$ cat src/rtl/fb_write_ctrl_pkg.sv
// Shared sizes and FSM encodings for the framebuffer write controller.
package fb_write_ctrl_pkg;

    localparam int FB_ADDR_W = 14;
    localparam int FB_DATA_W = 20;
    localparam int FB_NPIX   = 16384;

    typedef enum logic [1:0] {
        ST_HUNT      = 2'd0,
        ST_WRITE     = 2'd1,
        ST_WAIT_SWAP = 2'd2
    } fb_state_e;

    function automatic logic [7:0] sat_inc8(input logic [7:0] v);
        return (v == 8'hFF) ? v : v + 8'd1;
    endfunction

endpackage

$ cat src/rtl/fb_write_ctrl.sv
// Write side of the double-buffered framebuffer: fills the back bank with one frame,
// then flips the bank select only on a display frame boundary.
module fb_write_ctrl
    import fb_write_ctrl_pkg::*;
#(
    parameter int ADDR_W = FB_ADDR_W,
    parameter int DATA_W = FB_DATA_W,
    parameter int NPIX   = FB_NPIX
) (
    input  logic              sys_clk,
    input  logic              rst,
    input  logic              in_valid,
    output logic              in_ready,
    input  logic [DATA_W-1:0] in_data,
    input  logic              in_sof,
    input  logic              disp_frame_start,
    output logic [DATA_W-1:0] fb_wdata,
    output logic [ADDR_W-1:0] fb_waddr,
    output logic              fb_we,
    output logic              fb_sel,
    output logic              swap_pending,
    output logic [15:0]       frames_swapped,
    output logic [7:0]        resync_count
);

    localparam logic [ADDR_W-1:0] LAST_PIX = ADDR_W'(NPIX - 1);

    fb_state_e         state_q, state_d;
    logic [ADDR_W-1:0] cnt_q, cnt_d;
    logic              rdy_q, rdy_d;
    logic              we_q, we_d;
    logic [ADDR_W-1:0] waddr_q, waddr_d;
    logic [DATA_W-1:0] wdata_q, wdata_d;
    logic              sel_q, sel_d;
    logic              swap_q, swap_d;
    logic [15:0]       frames_q, frames_d;
    logic [7:0]        resync_q, resync_d;
    logic              acc;

    assign acc = in_valid && rdy_q;

    always_comb begin
        state_d  = state_q;
        cnt_d    = cnt_q;
        we_d     = 1'b0;
        waddr_d  = waddr_q;
        wdata_d  = wdata_q;
        sel_d    = sel_q;
        swap_d   = swap_q;
        frames_d = frames_q;
        resync_d = resync_q;
        case (state_q)
            ST_HUNT: begin
                if (acc && in_sof) begin
                    we_d    = 1'b1;
                    waddr_d = '0;
                    wdata_d = in_data;
                    cnt_d   = ADDR_W'(1);
                    state_d = ST_WRITE;
                end
            end
            ST_WRITE: begin
                if (acc) begin
                    we_d    = 1'b1;
                    wdata_d = in_data;
                    if (in_sof && cnt_q != '0) begin
                        waddr_d  = '0;
                        cnt_d    = ADDR_W'(1);
                        resync_d = sat_inc8(resync_q);
                    end else begin
                        waddr_d = cnt_q;
                        if (cnt_q == LAST_PIX) begin
                            cnt_d   = '0;
                            swap_d  = 1'b1;
                            state_d = ST_WAIT_SWAP;
                        end else begin
                            cnt_d = cnt_q + 1'b1;
                        end
                    end
                end
            end
            ST_WAIT_SWAP: begin
                // A pulse coinciding with the last beat is seen while still in WRITE,
                // so the flip always follows the final write.
                if (disp_frame_start) begin
                    sel_d    = ~sel_q;
                    swap_d   = 1'b0;
                    frames_d = frames_q + 16'd1;
                    state_d  = ST_HUNT;
                end
            end
            default: state_d = ST_HUNT;
        endcase
        rdy_d = (state_d != ST_WAIT_SWAP);
    end

    always_ff @(posedge sys_clk) begin
        if (rst) begin
            state_q  <= ST_HUNT;
            cnt_q    <= '0;
            rdy_q    <= 1'b0;
            we_q     <= 1'b0;
            waddr_q  <= '0;
            wdata_q  <= '0;
            sel_q    <= 1'b0;
            swap_q   <= 1'b0;
            frames_q <= '0;
            resync_q <= '0;
        end else begin
            state_q  <= state_d;
            cnt_q    <= cnt_d;
            rdy_q    <= rdy_d;
            we_q     <= we_d;
            waddr_q  <= waddr_d;
            wdata_q  <= wdata_d;
            sel_q    <= sel_d;
            swap_q   <= swap_d;
            frames_q <= frames_d;
            resync_q <= resync_d;
        end
    end

    assign in_ready       = rdy_q;
    assign fb_we          = we_q;
    assign fb_waddr       = waddr_q;
    assign fb_wdata       = wdata_q;
    assign fb_sel         = sel_q;
    assign swap_pending   = swap_q;
    assign frames_swapped = frames_q;
    assign resync_count   = resync_q;

endmodule

$ cat config.mk
export PLATFORM = sky130hd
export DESIGN_NAME = fb_write_ctrl
export DESIGN_NICKNAME = d
export VERILOG_FILES = /design/src/rtl/fb_write_ctrl_pkg.sv /design/src/rtl/fb_write_ctrl.sv
export SDC_FILE = /design/constraint.sdc
export NUM_CORES = 1
export LEC_CHECK = 0
export BUFFER_PORTS_ARGS = -buffer_cell sky130_fd_sc_hd__buf_2
export CELL_PAD_IN_SITES_DETAIL_PLACEMENT = 2
export CELL_PAD_IN_SITES_GLOBAL_PLACEMENT = 2
export CORE_UTILIZATION = 34
export CTS_BUF_LIST = sky130_fd_sc_hd__clkbuf_4
export DETAILED_ROUTE_END_ITERATION = 8
export PLACE_DENSITY = 0.84
export SKIP_LAST_GASP = 1
export SYNTH_ARGS = -nofsm -noshare
export SYNTH_HDL_FRONTEND = slang
export SYNTH_SLANG_ARGS = --single-unit
export TNS_END_PERCENT = 100
$ cat constraint.sdc
create_clock -name sys_clk -period 3.5 [get_ports sys_clk]
set_clock_uncertainty 0.05 [all_clocks]
set_input_delay 0.175 -clock sys_clk [delete_from_list [all_inputs] [get_ports sys_clk]]
set_output_delay 0.175 -clock sys_clk [all_outputs]
set_load 0.02 [all_outputs]
==> impl_metrics.ini <==
[setup_path]
slowest_delay_ns = 0.66
worst_setup_path_end_kind = flop
required_ns = 3.76
rrSetupSlack_ns = 1.04
critPathMaxFanout = 10
crit_type = flop to flop
cp-start-kind = flop
timing.rr.end = cnt_q[8]
crit_path_start = cnt_q[1]
critPathSlowestCell = o41a_1
critPathArrivalTime_ns = 2.72
critPathCapture = cnt_q[8]
r2r_cells = 5
crit_path_cell_trace = ha_1 -> nand4_1 -> o41a_1 -> a21oi_1 -> nor3_1
reg2reg_from = cnt_q[1]

[synthesis]
syn_inst = 417
netlist_area_sq_um = 3450
yosysMostFrequentCell = dfxtp_1
ys_top_cells_by_count = dfxtp_1, nand2_1, a21oi_1
synth_top_area_share_pct = 45.2
ys.warnings.count = 0
synth_cell_types = 50
synth_seq_cells = 78
syn_avg_cell_area_sq_um = 8.28
seq_area_frac_synth_pct = 45.2
synth-edff-count = 0
mappedNetlistNets = 446
synth_async_sr_flop_share_pct = 0
yosys-top-cells-area = dfxtp_1, nand2_1, a21oi_1, nand4_1, nand3_1
yosysTopAreaCell = dfxtp_1
synth_top_flop_cell = dfxtp_1

[timing]
timing.slew.headroom_pct = 38.5
final.setup.tns_ns = 0
worstMarginPinSlew_ns = 0.922
worst_slack_ns = 1.04
drv_slew = 0
finalCritPeriodShare_pct = 70.3
holdWs_ns = 0.0813
setup_violations = 0
hold_violations = 0
min_period_ns = 2.46
rsz0062_at_grt = false
fmax_mhz = 406

[global_routing]
grt_first_pass_wirelength_um = 18800
antenna_found_initial = 0
grt_pass1_vias = 3734
grt_max_degree = 46
grt_util_all_layers_pct = 23.1
overflow = 0

[clocking]
clkTransAtPathRegs_ns = 0.13
cts_tree = yes
cts_buffers = 9
htree_levels = 3
cts_buffer_depth = 2
cts_resized = 0
clock-sinks = 78
ctsRootBufferMaster = clkbuf_4
clk_latency_ns = 0.44

[drt]
drc_errors = 0
firstDrtPassIters = 4
top_layer = met4
num_vias = 3538
routed_wl_um = 11600
drt_iter0_markers = 119
drt-met1-wl_um = 5080
vias_per_cell = 5.48
antenna_left = 0
met3_length_um = 398
avgRoutedWirePerCell_um = 17.9
routed-wl-met2_um = 5930

[place]
pre_cts_ws_ns = 1.07
port_buffers = 86
globalplace.congestion = 0.821
post-dp-hpwl_um = 7590

[cells_and_area]
final_util_pct = 44.6
drive_gt1_share_pct = 22.8
nets = 539
syn_to_final_growth_pct = 26.7
diodes = 0

[power_and_ir_drop]
finalPower_uw = 1780
p_leak_uw = 0.00170
max-vdd-ir-drop_uv = 200
p_per_area_nw_per_um2 = 407

[floorplan]
die_w_um = 103
rows = 36
die-area_sq_um = 10600
die_h_um = 103
pin_count = 87
design.core.area_sq_um = 9820
initial_core_util_pct = 35.2

[status]
status = complete, no violations

[min_path]
hold_path_class = primary input to flop

[run]
maxCapViolCount = 0
[area by class of cell]
class / instances / area [sq um]
clock buffers: 9 / 67.6
clock inverters: 5 / 124
fillers: 1142 / 5440
inverters: 10 / 37.5
multi-input cells: 298 / 1730
flip-flops and latches: 78 / 1560
well taps: 133 / 166
repair buffers: 113 / 688
[worst min-delay path by stage]
stage	start	to	cells after the start
final	in_sof	in_ready	3
after CTS	in_sof	in_ready	3
after global routing	in_sof	in_ready	3
after detailed placement	in_data[18]	fb_wdata[18]	3
after floorplan	in_data[0]	fb_wdata[0]	2
after global placement	in_data[8]	fb_wdata[8]	3
[state kept, by name (all words and copies together) (netlist names)]
signal,count
frames_swapped,16
fb_sel,1
swap_pending,1
fb_we,1
state_q,2
resync_count,8
fb_wdata,20
in_ready,1
fb_waddr,14
cnt_q,14
[critical path, delay by kind of cell (launching register included)]
| family | cells | cell delay [ns] |
|---|---|---|
| AOI/OAI and AO/OA | 2 | 1.20 |
| adders and majority gates | 1 | 0.26 |
| DFF | 1 | 0.43 |
| and+or+nand+nor | 2 | 0.40 |
[what timing repair did]
item,4_1_cts,5_1_grt
hold endpoints to repair,21,0
buffers inserted,0,0
hold buffers,22,0
[power breakdown]
| group | internal [uW] | switching, uW |
|---|---|---|
| combinational | 48.0 | 84.3 |
| sequential | 898 | 7.44 |
| clock | 424 | 319 |
[cells in the final DEF (no fill, tap or decap), types with 10 or more instances in the layout]
cell type,netlist,routed
nand2_1,67,67
buf_2,4,86
dlygate4sd3_1,0,22
a21oi_1,45,45
o21ai_0,10,10
nor2_1,19,18
nand3_1,22,22
inv_1,10,10
nand4_1,27,27
dfxtp_1,78,78
[per-stage QoR]
stage               cells  cell area [sq um]
finish                646               4380
global route          646               4380
CTS                   646               4380
detailed placement    610               3970
global placement      610               3970
floorplan             417               3450
[logic make-up after synthesis]
group,count (synthesis),share of synthesized area (%)
AO/OA/AOI/OAI,84,14.9
XOR/XNOR,11,2.79
adder cells (fa/ha/maj),4,1.45
buffers and inverters,41,4.93
flip-flops,78,45.2
multiplexers,4,1.27
AND/OR/NAND/NOR,195,29.5
[layer usage]
metal | up-vias | GRT usage (%)
met3 | 12 | 4.34
met5 | - | 0
met4 | 0 | 8.34
met1 | 1770 | 28.1
met2 | 64 | 40.8
li1 | 1692 | -
(Power assumes the default switching activity.)
